## src/rtl/fence_sequencer_pkg.sv

```systemverilog
// -----------------------------------------------------------------------------
// fence_sequencer_pkg
// Shared types for the fence-class sequencer: operation type, FSM state
// encoding, and helpers used by the sequencer and the commit stage.
//   fence_type_t   : FENCE / FENCE.I / SFENCE.VMA
//   fence_state_t  : sequencer FSM states
//   to_fence_type  : maps the raw 2-bit request code (3 = reserved -> FENCE)
//   fence_cnt_width: width of the I$ flush cycle counter (minimum 1 bit)
// -----------------------------------------------------------------------------
package fence_sequencer_pkg;

  typedef enum logic [1:0] {
    FENCE_T      = 2'd0,
    FENCE_I_T    = 2'd1,
    SFENCE_VMA_T = 2'd2
  } fence_type_t;

  typedef enum logic [2:0] {
    S_IDLE   = 3'd0,
    S_DRAIN  = 3'd1,
    S_DFLUSH = 3'd2,
    S_IFLUSH = 3'd3,
    S_TLB    = 3'd4,
    S_DONE   = 3'd5
  } fence_state_t;

  // The reserved code 3 is executed as a plain FENCE.
  function automatic fence_type_t to_fence_type(input logic [1:0] op);
    fence_type_t t;
    case (op)
      2'd1:    t = FENCE_I_T;
      2'd2:    t = SFENCE_VMA_T;
      default: t = FENCE_T;
    endcase
    return t;
  endfunction

  function automatic int unsigned fence_cnt_width(input int unsigned cycles);
    return (cycles > 1) ? $clog2(cycles) : 1;
  endfunction

endpackage

```

## src/rtl/fence_sequencer.sv

```systemverilog
// -----------------------------------------------------------------------------
// fence_sequencer
// Multi-cycle controller for FENCE, FENCE.I and SFENCE.VMA retired on commit
// port 0. Sequence: drain store buffer -> flush D$ -> flush I$ -> flush TLBs
// -> flush pipeline / done. Commit holds the instruction un-acked until done_o.
//
// Handshake: a request is accepted in a cycle where req_valid_i and
// req_ready_o are both high. req_ready_o is high only in IDLE, not in the
// cycle right after DONE, and not while halt_i is high. Once accepted, a
// sequence always completes; req_valid_i and halt_i are ignored outside IDLE.
//
// Ports:
//   clk_i, rst_ni          clock, synchronous active-low reset
//   req_valid_i/type_i     fence-class request from commit port 0
//   req_ready_o            sequencer can accept
//   halt_i                 core halt, blocks acceptance
//   no_st_pending_i        store buffer empty
//   dcache_flush_o/ack_i   D$ flush level request / 1-cycle completion pulse
//   icache_flush_o         I$ flush, held ICACHE_FLUSH_CYCLES cycles
//   tlb_flush_o            ITLB/DTLB flush, 1 cycle
//   flush_pipeline_o       frontend/issue flush, 1 cycle (with done_o)
//   done_o                 sequence complete, commit acks this cycle
//   busy_o                 not idle
//   dbg_state_o            current FSM state
// -----------------------------------------------------------------------------
module fence_sequencer
  import fence_sequencer_pkg::*;
#(
  parameter int unsigned ICACHE_FLUSH_CYCLES  = 4,
  parameter bit          FENCE_FLUSHES_DCACHE = 1'b1
) (
  input  logic         clk_i,
  input  logic         rst_ni,
  input  logic         req_valid_i,
  input  logic [1:0]   req_type_i,
  output logic         req_ready_o,
  input  logic         halt_i,
  input  logic         no_st_pending_i,
  output logic         dcache_flush_o,
  input  logic         dcache_flush_ack_i,
  output logic         icache_flush_o,
  output logic         tlb_flush_o,
  output logic         flush_pipeline_o,
  output logic         done_o,
  output logic         busy_o,
  output fence_state_t dbg_state_o
);

  localparam int unsigned     CNT_W    = fence_cnt_width(ICACHE_FLUSH_CYCLES);
  localparam logic [CNT_W-1:0] CNT_LOAD = CNT_W'(ICACHE_FLUSH_CYCLES - 1);

  fence_state_t     r_state;
  fence_type_t      r_type;
  logic [CNT_W-1:0] r_cnt;
  logic             r_just_done;
  logic             r_dflush;
  logic             r_iflush;
  logic             r_tlb;
  logic             r_done;
  logic             r_busy;

  fence_state_t     w_next_state;
  logic             w_accept;

  // halt_i is the only input that reaches an output: it gates acceptance in
  // the same cycle so a halting core never sees a fence taken.
  assign req_ready_o = (r_state == S_IDLE) && !r_just_done && !halt_i;
  assign w_accept    = req_valid_i && req_ready_o;

  always_comb begin
    w_next_state = r_state;
    case (r_state)
      S_IDLE: begin
        if (w_accept) w_next_state = S_DRAIN;
      end
      S_DRAIN: begin
        if (no_st_pending_i) begin
          case (r_type)
            FENCE_I_T:    w_next_state = S_DFLUSH;
            SFENCE_VMA_T: w_next_state = S_TLB;
            default:      w_next_state = FENCE_FLUSHES_DCACHE ? S_DFLUSH : S_DONE;
          endcase
        end
      end
      S_DFLUSH: begin
        if (dcache_flush_ack_i) begin
          w_next_state = (r_type == FENCE_I_T) ? S_IFLUSH : S_DONE;
        end
      end
      S_IFLUSH: begin
        if (r_cnt == '0) w_next_state = S_DONE;
      end
      S_TLB:   w_next_state = S_DONE;
      S_DONE:  w_next_state = S_IDLE;
      default: w_next_state = S_IDLE;
    endcase
  end

  // Outputs are registered from the next state so each one is a clean flop.
  always_ff @(posedge clk_i) begin
    if (!rst_ni) begin
      r_state     <= S_IDLE;
      r_type      <= FENCE_T;
      r_cnt       <= '0;
      r_just_done <= 1'b0;
      r_dflush    <= 1'b0;
      r_iflush    <= 1'b0;
      r_tlb       <= 1'b0;
      r_done      <= 1'b0;
      r_busy      <= 1'b0;
    end else begin
      r_state     <= w_next_state;
      // Commit may still present the retiring fence one cycle after DONE.
      r_just_done <= (r_state == S_DONE);
      if (w_accept) r_type <= to_fence_type(req_type_i);

      // Loaded with N-1 so IFLUSH lasts exactly N cycles (exit on zero).
      if ((r_state == S_DFLUSH) && (w_next_state == S_IFLUSH)) begin
        r_cnt <= CNT_LOAD;
      end else if ((r_state == S_IFLUSH) && (r_cnt != '0)) begin
        r_cnt <= r_cnt - CNT_W'(1);
      end

      r_dflush <= (w_next_state == S_DFLUSH);
      r_iflush <= (w_next_state == S_IFLUSH);
      r_tlb    <= (w_next_state == S_TLB);
      r_done   <= (w_next_state == S_DONE);
      r_busy   <= (w_next_state != S_IDLE);
    end
  end

  assign dcache_flush_o   = r_dflush;
  assign icache_flush_o   = r_iflush;
  assign tlb_flush_o      = r_tlb;
  assign flush_pipeline_o = r_done;
  assign done_o           = r_done;
  assign busy_o           = r_busy;
  assign dbg_state_o      = r_state;

endmodule
```

## config.mk

```make
export PLATFORM = sky130hd
export DESIGN_NAME = fence_sequencer
export DESIGN_NICKNAME = d
export VERILOG_FILES = /design/src/rtl/fence_sequencer_pkg.sv /design/src/rtl/fence_sequencer.sv
export SDC_FILE = /design/constraint.sdc
export NUM_CORES = 1
export LEC_CHECK = 0
export ABC_CLOCK_PERIOD_IN_PS = 3000
export BUFFER_PORTS_ARGS = -buffer_cell sky130_fd_sc_hd__buf_2
export CORE_UTILIZATION = 49
export CTS_CLUSTER_DIAMETER = 30
export DETAILED_ROUTE_END_ITERATION = 10
export PLACE_DENSITY = 0.73
export SETUP_SLACK_MARGIN = 0.1
export SLEW_MARGIN = 20
export SYNTH_ARGS = -nofsm -noshare
export SYNTH_HDL_FRONTEND = slang
export SYNTH_SLANG_ARGS = --single-unit
```

## constraint.sdc

```tcl
create_clock -name clk_i -period 3 [get_ports clk_i]
set_clock_uncertainty 0.15 [all_clocks]
set_input_delay 0.15 -clock clk_i [delete_from_list [all_inputs] [get_ports clk_i]]
set_output_delay 0.15 -clock clk_i [all_outputs]
set_load 0.1 [all_outputs]
```

# == Yosys cells after proc, flatten, opt, wreduce, memory -nomap -nowiden ==
# Index checks and enable logic that the tools add are counted.
# totals
regBits,13
out_inout_bits,10
# op_classes
addsub,1
n_eq_ne,13
mux,10
reduce_logical,12
# op_table
operator,count
2-to-1 mux 3 bit,6
one-hot mux 3 bit (5 select lines),1
"equality test 3 x 2 -> 1 bit, second input constant",4
"equality test 3 bit, second input constant",4
logical AND 1 bit,5
"equality test 2 x 1 -> 1 bit, second input constant",2
"equality test 2 bit, second input constant",2
2-to-1 mux 2 bit,2
one-hot mux 2 bit (2 select lines),1
nonzero test 2 bit,2
"equality test 3 x 1 -> 1 bit, second input constant",1
zero test 3 bit,1
nonzero test 3 bit,1
zero test 1 bit,2
zero test 2 bit,1
"subtractor 2 x 1 -> 2 bit, second input constant",1

# == Logic depth before layout (Yosys ltp) ==
# Gate-level depths: netlist of run 1.
# depth
word_depth,9
depth_mapped,6
mapped_depth_nobuf,6

# == Worst setup path after synthesis of run 1 ==
# No wires, ideal clock.
# synth_path
path_kind,register -> output
from,"register r_state[2], in the netlist dbg_state_o[2]"
to,output req_ready_o
arrival_time_ns,2.647
required_time_ns,2.700
slack_ns,0.053
path_stages_with_launch,3
n_path_buf,0
cell_sequence,dfxtp_1 > or4_4 > nor2_1
# synth_via
elab_chain_cells,3
# synth_rtl
element,line_no,text
"start, declared",fence_sequencer.sv:52,fence_state_t r_state;
"start signal, assigned",fence_sequencer.sv:112,r_state <= w_next_state;
zero test 3 bit,fence_sequencer.sv:67,assign req_ready_o = (r_state == S_IDLE) && !r_just_done && !halt_i;
logical AND 1 bit (2 in a row),fence_sequencer.sv:67,
"end, declared",fence_sequencer.sv:36,"output logic req_ready_o,"
# No other way between the ends.

# == Worst setup path after layout of run 1 ==
# layout_path
from,"register r_state[1], in the netlist dbg_state_o[1]"
to,output req_ready_o
# Same word-level chain as after synthesis.

==> results of run 1 <==
## registers in the layout (all words and copies together), names as in the netlist
signal and count:
dbg_state_o 3, r_cnt 2, r_type 2, busy_o 1, dcache_flush_o 1, done_o 1, icache_flush_o 1, r_just_done 1
tlb_flush_o 1
## per-layer routing
| metal | vias to the layer above | share of wire [%] |
|---|---|---|
| li1 | 286 | - |
| met1 | 259 | 48 |
| met2 | 20 | 44 |
| met3 | 8 | 4.4 |
| met4 | 0 | 4.2 |
| met5 | - | 0 |
## report_power, final
| part | switching [mW] | internal [mW] |
|---|---|---|
| registers | 0.0100 | 0.180 |
| logic | 0.0840 | 0.0295 |
| clock network | 0.0568 | 0.0516 |
## tightest hold or removal path: cells and delay by family
family,cells,cell delay (ns)
buffers and inverters,1,0.10
and+or+nand+nor,1,0.07
AOI/OAI and AO/OA,1,0.06
## per-stage QoR
| step | power [mW] | cell area [µm²] | std cells | hold slack (ns) | utilization (%) |
|---|---|---|---|---|---|
| final | 0.4116 | 767.0 | 102 | 0.007173 | 65.49 |
| after global routing | 0.4285 | 767.0 | 102 | 0.01220 | 65.49 |
| after CTS | 0.4145 | 767.0 | 102 | 0.001543 | 65.49 |
| after detailed placement | 0.3056 | 730.7 | 97 | 0.2870 | 62.39 |
| after global placement | 0.3031 | 730.7 | 97 | 0.2839 | 62.39 |
| after floorplan | 0.2850 | 649.4 | 70 | 0.1625 | - |
## path summary, 6_finish.rpt
path | from | end | slack, ns | cells after the start
setup / recovery | dbg_state_o[1] | req_ready_o | 0.88 | 3
hold / removal | req_type_i[0] | r_type[0] | 0.007 | 3
setup reg to reg | dbg_state_o[1] | busy_o | 1.08 | 4
hold reg to reg | r_type[0] | r_type[0] | 0.36 | 2
## kinds of logic after synthesis
kind of cell    count (synthesis)  share of synthesized area (%)
compound gates                 13                          12.96
xor+xnor                        1                          1.354
fa+ha+maj                       1                          1.934
buf+inv                         8                          5.609
flops                          13                          40.23
simple gates                   34                          37.91
## layout by cell type, fill, tap and decap left out, types with 2 or more instances in the layout
cell type | Yosys | final
sky130_fd_sc_hd__and3_1 | 2 | 2
sky130_fd_sc_hd__nor3_1 | 2 | 2
sky130_fd_sc_hd__or3b_1 | 2 | 2
sky130_fd_sc_hd__dfxtp_1 | 13 | 13
sky130_fd_sc_hd__o21ai_1 | 2 | 2
sky130_fd_sc_hd__inv_1 | 4 | 4
sky130_fd_sc_hd__nand3b_1 | 3 | 3
sky130_fd_sc_hd__a21boi_1 | 3 | 3
sky130_fd_sc_hd__nand2b_1 | 7 | 7
sky130_fd_sc_hd__clkbuf_4 | 0 | 3
sky130_fd_sc_hd__nand2_1 | 2 | 2
sky130_fd_sc_hd__a21oi_1 | 4 | 4
sky130_fd_sc_hd__and2_1 | 2 | 2
sky130_fd_sc_hd__nor2_1 | 3 | 2
sky130_fd_sc_hd__buf_2 | 2 | 17
## cell type report
class | count | area (µm²) | area share (%)
Clock buffer | 4 | 26.28 | 3.426
Inverter | 4 | 15.01 | 1.958
Multi-Input combinational cell | 49 | 352.8 | 46.00
Sequential cell | 13 | 260.3 | 33.93
Tap cell | 14 | 17.52 | 2.284
Timing Repair Buffer | 18 | 95.09 | 12.40
## what timing repair did
| action | 4_1_cts | 5_1_grt |
|---|---|---|
| setup endpoints to repair | 0 | 0 |
| endpoints found under the hold margin | 1 | 0 |
| hold buffers | 1 | 0 |
==> out/summary.json, run 1 <==
{
  "status": {"value": "completed"},
  "synth_top_area_share": {"value": 40.23, "unit": "%"},
  "clock_path_buffers": {"value": 2},
  "grtUsageMet2": {"value": 36.02, "unit": "%"},
  "cts_tree": {"value": "done"},
  "clock-root-buffer": {"value": "sky130_fd_sc_hd__clkbuf_4"},
  "clock_sinks": {"value": 13},
  "crit_path_end_kind": {"value": "output pin"},
  "leakagePower": {"value": 0.3423, "unit": "nW"},
  "synth_most_common_cell": {"value": "sky130_fd_sc_hd__dfxtp_1"},
  "mappedNetlistNets": {"value": 79},
  "combined_area_of_all_synthesized_cells": {"value": 646.9, "unit": "µm²"},
  "ios": {"value": 18},
  "post_synth_inst_count": {"value": 70},
  "maxSlewHeadroom": {"value": 67.18, "unit": "%"},
  "max_cap_viol_count": {"value": 0},
  "cp_data_arrival_time": {"value": 1.82, "unit": "ns"},
  "post-cts-setup-buffers": {"value": 0},
  "cpLargestDelayFamily": {"value": "simple AND/OR/NAND/NOR gates"},
  "cp.required": {"value": 2.70, "unit": "ns"},
  "yosysSeqAreaShare": {"value": 40.23, "unit": "%"},
  "hold_viol": {"value": 0},
  "synthDistinctLibCells": {"value": 33},
  "synth_warnings": {"value": 0},
  "tritoncts.num_buffers": {"value": 3},
  "dominantRegCellSynth": {"value": "sky130_fd_sc_hd__dfxtp_1"},
  "post_detailed_route_count_of_antenna_violating_nets": {"value": 0},
  "detail_route.iter0.violations": {"value": 9},
  "crit_fanout": {"value": 14},
  "global_routing_usage_summed_across_all_routing_layers": {"value": 23.72, "unit": "%"},
  "met1_usage": {"value": 28.42, "unit": "%"},
  "fp-row-count": {"value": 12},
  "layout_setup_ws": {"value": 0.8803, "unit": "ns"},
  "via_count_of_the_first_global_routing_pass": {"value": 536},
  "slowest_stage": {"value": "sky130_fd_sc_hd__or4_4"},
  "synthToLayoutAreaGrowth": {"value": 18.57, "unit": "%"},
  "floorplan.core_area": {"value": 1171, "unit": "µm²"},
  "ctsResizeCount": {"value": 0},
  "power_density": {"value": 536.6, "unit": "nW/µm²"},
  "ys_top_cells_by_area": {"value": "sky130_fd_sc_hd__dfxtp_1 40%, sky130_fd_sc_hd__nand2b_1 6.8%, sky130_fd_sc_hd__a21boi_1 3.5%"},
  "initial_antenna_violation_count": {"value": 0},
  "dp_hpwl": {"value": 1.034, "unit": "mm"},
  "worst_skew_late_latency": {"value": 0.28, "unit": "ns"},
  "drt_drc_violations_left": {"value": 0},
  "final_stage_net_count": {"value": 98},
  "worst_slew_pin_slew": {"value": 0.4957, "unit": "ns"},
  "report.final.setup_viol": {"value": 0},
  "critPathMaxStageDelay": {"value": 0.59, "unit": "ns"},
  "route.detailed.vias_per_inst": {"value": 5.618},
  "grt_use_met3": {"value": 5.814, "unit": "%"},
  "gp_routability_congestion": {"value": 0.7812},
  "min_period": {"value": 2.120, "unit": "ns"},
  "num-fill-cells": {"value": 116},
  "wirelength": {"value": 1.457, "unit": "mm"},
  "grt_pass1_wl": {"value": 2.297, "unit": "mm"},
  "slew_violations": {"value": 0},
  "die_h": {"value": 38.34, "unit": "µm"},
  "avgSynthCellArea": {"value": 9.241, "unit": "µm²"},
  "antenna_cells_inserted": {"value": 0},
  "grt_setup_unrepaired": {"value": "false"},
  "first_pass_iters": {"value": 4},
  "final_layout_size_suffix_gt1_share": {"value": 28.41, "unit": "%"},
  "timing.hold.worst.class": {"value": "in -> reg"},
  "crit_chain": {"value": "or4_4 -> nor2_2 -> buf_2"},
  "timing_worst_setup_path_type": {"value": "reg -> out"},
  "floorplan.die_area": {"value": 1470, "unit": "µm²"},
  "post_synth_edffs": {"value": 0},
  "dieWidth": {"value": 38.34, "unit": "µm"},
  "detailroute.via_count": {"value": 573},
  "synth_top_area_cell": {"value": "sky130_fd_sc_hd__dfxtp_1"},
  "detail_route.wl_per_cell": {"value": 14.28, "unit": "µm"},
  "postSynth.asyncResetShare": {"value": 0, "unit": "%"},
  "port-buffer-count": {"value": 17},
  "preCtsSetupSlack": {"value": 1.081, "unit": "ns"},
  "vdd_drop_max": {"value": 0.0003322, "unit": "V"},
  "worstSetupStartpointType": {"value": "register"},
  "sum_of_negative_setup_slack": {"value": 0, "unit": "ns"},
  "synth_seq_cells": {"value": 13},
  "grt_max_degree": {"value": 15},
  "htree_levels": {"value": 1},
  "grt-busiest-layer": {"value": "met2"},
  "worst-path-buf-inv": {"value": 1},
  "final_min_period_over_clock_period": {"value": 70.66, "unit": "%"},
  "grt_remaining_overflow": {"value": 0},
  "timing.fmax": {"value": 0.4718, "unit": "GHz"},
  "floorplan.initialDensity": {"value": 55.24, "unit": "%"},
  "post_synth_most_frequent_cells": {"value": "13 x sky130_fd_sc_hd__dfxtp_1, 7 x sky130_fd_sc_hd__nand2b_1, 4 x sky130_fd_sc_hd__a21oi_1, 4 x sky130_fd_sc_hd__inv_1"},
  "clk_transition_reported_paths": {"value": 0.08, "unit": "ns"}
}
Note: power is estimated with default switching activity, not from simulation.
==> run 2: changes to the inputs <==
ABC_CLOCK_PERIOD_IN_PS = 2100   (was 3000)
CORE_UTILIZATION = 48   (was 49)
PLACE_DENSITY = 0.71   (was 0.73)
clock period = 2.1 ns   (was 3 ns; I/O delays follow)
==> run 2 against run 1 <==
Effect of this change: clock-buffer cell count unchanged; non-clock buffer count increased by 2; register-to-register slack got worse by 0.79 ns; clock power increased by 41%; critical path depth unchanged; die area increased by 2.0%; final area increased by 5.1%; cell count increased by 2.0%; first-iteration DRC count increased by 44%; critical endpoint unchanged; highest routed layer unchanged.
==> out/summary.json, run 2 (synthesized netlist as in run 1, its figures left out) <==
{
  "power_density": {"value": 728.9, "unit": "nW/µm²", "change": "+36%"},
  "cp_data_arrival_time": {"value": 1.60, "unit": "ns", "change": "-0.22 ns"},
  "route.detailed.vias_per_inst": {"value": 5.452, "change": "-3.0%"},
  "port-buffer-count": {"value": 17, "change": "unchanged"},
  "final_min_period_over_clock_period": {"value": 88.42, "unit": "%"},
  "detail_route.iter0.violations": {"value": 13, "change": "+4"},
  "max_cap_viol_count": {"value": 0, "change": "unchanged"},
  "slew_violations": {"value": 0, "change": "unchanged"},
  "maxSlewHeadroom": {"value": 59.85, "unit": "%", "change": "-7.3 points"},
  "layout_commonest_cell": {"value": "sky130_fd_sc_hd__buf_2"},
  "final_stage_net_count": {"value": 100, "change": "+2.0%"},
  "clk_transition_reported_paths": {"value": 0.08, "unit": "ns", "change": "about the same"},
  "design_area": {"value": 805.8, "unit": "µm²", "change": "+5.1%"},
  "worst_skew_late_latency": {"value": 0.27, "unit": "ns", "change": "about the same"},
  "timing_worst_setup_path_type": {"value": "reg -> out"},
  "fp-row-count": {"value": 12, "change": "unchanged"},
  "grt_setup_unrepaired": {"value": "false"},
  "post-cts-setup-buffers": {"value": 0, "change": "unchanged"},
  "floorplan.core_area": {"value": 1171, "unit": "µm²", "change": "unchanged"},
  "synthToLayoutAreaGrowth": {"value": 24.56, "unit": "%"},
  "timing.hold.worst.class": {"value": "in -> reg"},
  "wirelength": {"value": 1.299, "unit": "mm", "change": "-11%"},
  "largest_register_ffs": {"value": 3, "change": "unchanged"},
  "crit_fanout": {"value": 10, "change": "-4"},
  "ios": {"value": 18, "change": "unchanged"},
  "min_period": {"value": 1.857, "unit": "ns"},
  "antenna_cells_inserted": {"value": 0, "change": "unchanged"},
  "dieWidth": {"value": 38.71, "unit": "µm", "change": "+0.98%"},
  "dp_hpwl": {"value": 956.8, "unit": "µm", "change": "-7.5%"},
  "first_pass_iters": {"value": 4, "change": "unchanged"},
  "cts_tree": {"value": "done"},
  "worst_slew_pin_slew": {"value": 0.5972, "unit": "ns", "change": "+0.1015 ns"},
  "floorplan.initialDensity": {"value": 55.24, "unit": "%", "change": "unchanged"},
  "sum_of_negative_setup_slack": {"value": 0, "unit": "ns", "change": "unchanged"},
  "tritoncts.num_buffers": {"value": 3, "change": "unchanged"},
  "gp_routability_congestion": {"value": 0.7960, "change": "+1.9%"},
  "hold_viol": {"value": 0, "change": "unchanged"},
  "clock_path_buffers": {"value": 2, "change": "unchanged"},
  "utilization": {"value": 68.80, "unit": "%", "change": "+3.3 points"},
  "rr_worst_depth": {"value": 4, "change": "unchanged"},
  "clock-root-buffer": {"value": "sky130_fd_sc_hd__clkbuf_4"},
  "layout.cells.most_common_list": {"value": "16 x sky130_fd_sc_hd__buf_2, 10 x sky130_fd_sc_hd__dfxtp_1, 7 x sky130_fd_sc_hd__nand2b_1"},
  "slowest_stage": {"value": "sky130_fd_sc_hd__or4_4"},
  "grt_max_degree": {"value": 15, "change": "unchanged"},
  "detailroute.via_count": {"value": 567, "change": "-1.0%"},
  "timing.fmax": {"value": 0.5385, "unit": "GHz"},
  "initial_antenna_violation_count": {"value": 0, "change": "unchanged"},
  "grt_pass1_wl": {"value": 2.277, "unit": "mm", "change": "-0.87%"},
  "critPathMaxStageDelay": {"value": 0.58, "unit": "ns", "change": "about the same"},
  "floorplan.die_area": {"value": 1498, "unit": "µm²", "change": "+2.0%"},
  "detailed_place.area": {"value": 747.0, "unit": "µm²", "change": "+2.2%"},
  "crit_chain": {"value": "or4_4 -> nor2_4 -> buf_4"},
  "min_delay_path_depth": {"value": 4, "change": "+1"},
  "htree_levels": {"value": 1, "change": "unchanged"},
  "drt_drc_violations_left": {"value": 0, "change": "unchanged"},
  "crit_path_end_kind": {"value": "output pin"},
  "grt_remaining_overflow": {"value": 0, "change": "unchanged"},
  "detail_route.wl_per_cell": {"value": 12.49, "unit": "µm", "change": "-13%"},
  "vdd_drop_max": {"value": 0.0003841, "unit": "V", "change": "+16%"},
  "cp.required": {"value": 1.85, "unit": "ns", "change": "-0.85 ns"},
  "reg2reg_setup_slack": {"value": 0.29, "unit": "ns", "change": "-0.79 ns"},
  "die_h": {"value": 38.71, "unit": "µm", "change": "+0.98%"},
  "leakagePower": {"value": 0.3546, "unit": "nW", "change": "+3.6%"},
  "via_count_of_the_first_global_routing_pass": {"value": 530, "change": "-1.1%"},
  "report.final.setup_viol": {"value": 0, "change": "unchanged"},
  "status": {"value": "completed"},
  "clock_sinks": {"value": 13, "change": "unchanged"},
  "worstSetupStartpointType": {"value": "register"},
  "final_layout_size_suffix_gt1_share": {"value": 31.11, "unit": "%", "change": "+2.7 points"},
  "post_detailed_route_count_of_antenna_violating_nets": {"value": 0, "change": "unchanged"},
  "global_routing_usage_summed_across_all_routing_layers": {"value": 22.87, "unit": "%", "change": "-0.85 points"}
}
run 2: worst paths after layout:
| kind | startpoint | endpoint |
|---|---|---|
| max | dbg_state_o[2] | req_ready_o |
| min | halt_i | r_type[1] |
| max reg2reg | dbg_state_o[2] | done_o |
| min reg2reg | r_type[1] | r_type[1] |
run 2: critical path, delay by kind of cell, from the launching register on:
| kind | cells | cell delay [ns] |
|---|---|---|
| and+or+nand+nor | 2 | 0.67 |
| buffers and inverters | 1 | 0.28 |
| DFF | 1 | 0.38 |
run 2: per-layer routing:
layer | global-route usage, % | wire, µm | vias up
met4 | 12.93 | 13 | 0
met5 | 0 | 0 | -
met3 | 6.936 | 47 | 2
met2 | 34.17 | 597 | 14
li1 | - | - | 290
met1 | 28.67 | 640 | 261
run 2: where the power goes:
group / internal (mW) / leakage [nW] / switching (mW) / total (mW)
logic: 0.0470 / 0.232 / 0.120 / 0.167
registers: 0.256 / 0.108 / 0.0133 / 0.269
clock network: 0.0735 / 0.0150 / 0.0781 / 0.152
total: 0.376 / 0.355 / 0.211 / 0.587
run 2: repair_timing:
item | 4_1_cts | 5_1_grt
endpoints found under the hold margin | 3 | 0
hold buffers | 3 | 0
setup endpoints to repair | 1 | 0
resized for setup | 1 | 0
run 2: area by class of cell:
class,count,area (µm²)
repair buffers,20,117.6
clock buffers,4,26.28
flip-flops and latches,13,271.5
multi-input cells,49,357.8
well taps,14,17.52
inverters,4,15.01
fillers,103,365.4
run 2: stage by stage:
step / power [mW] / setup WS, ns / hold slack (ns) / std cells
floorplan: 0.4083 / 0.1764 / 0.1175 / 70
global route: 0.6217 / 0.1887 / 0.05860 / 104
detailed placement: 0.4356 / 0.2998 / 0.2383 / 97
global placement: 0.4346 / 0.3127 / 0.2393 / 97
finish: 0.5873 / 0.2431 / 0.06119 / 104
CTS: 0.5937 / 0.2276 / 0.05391 / 104
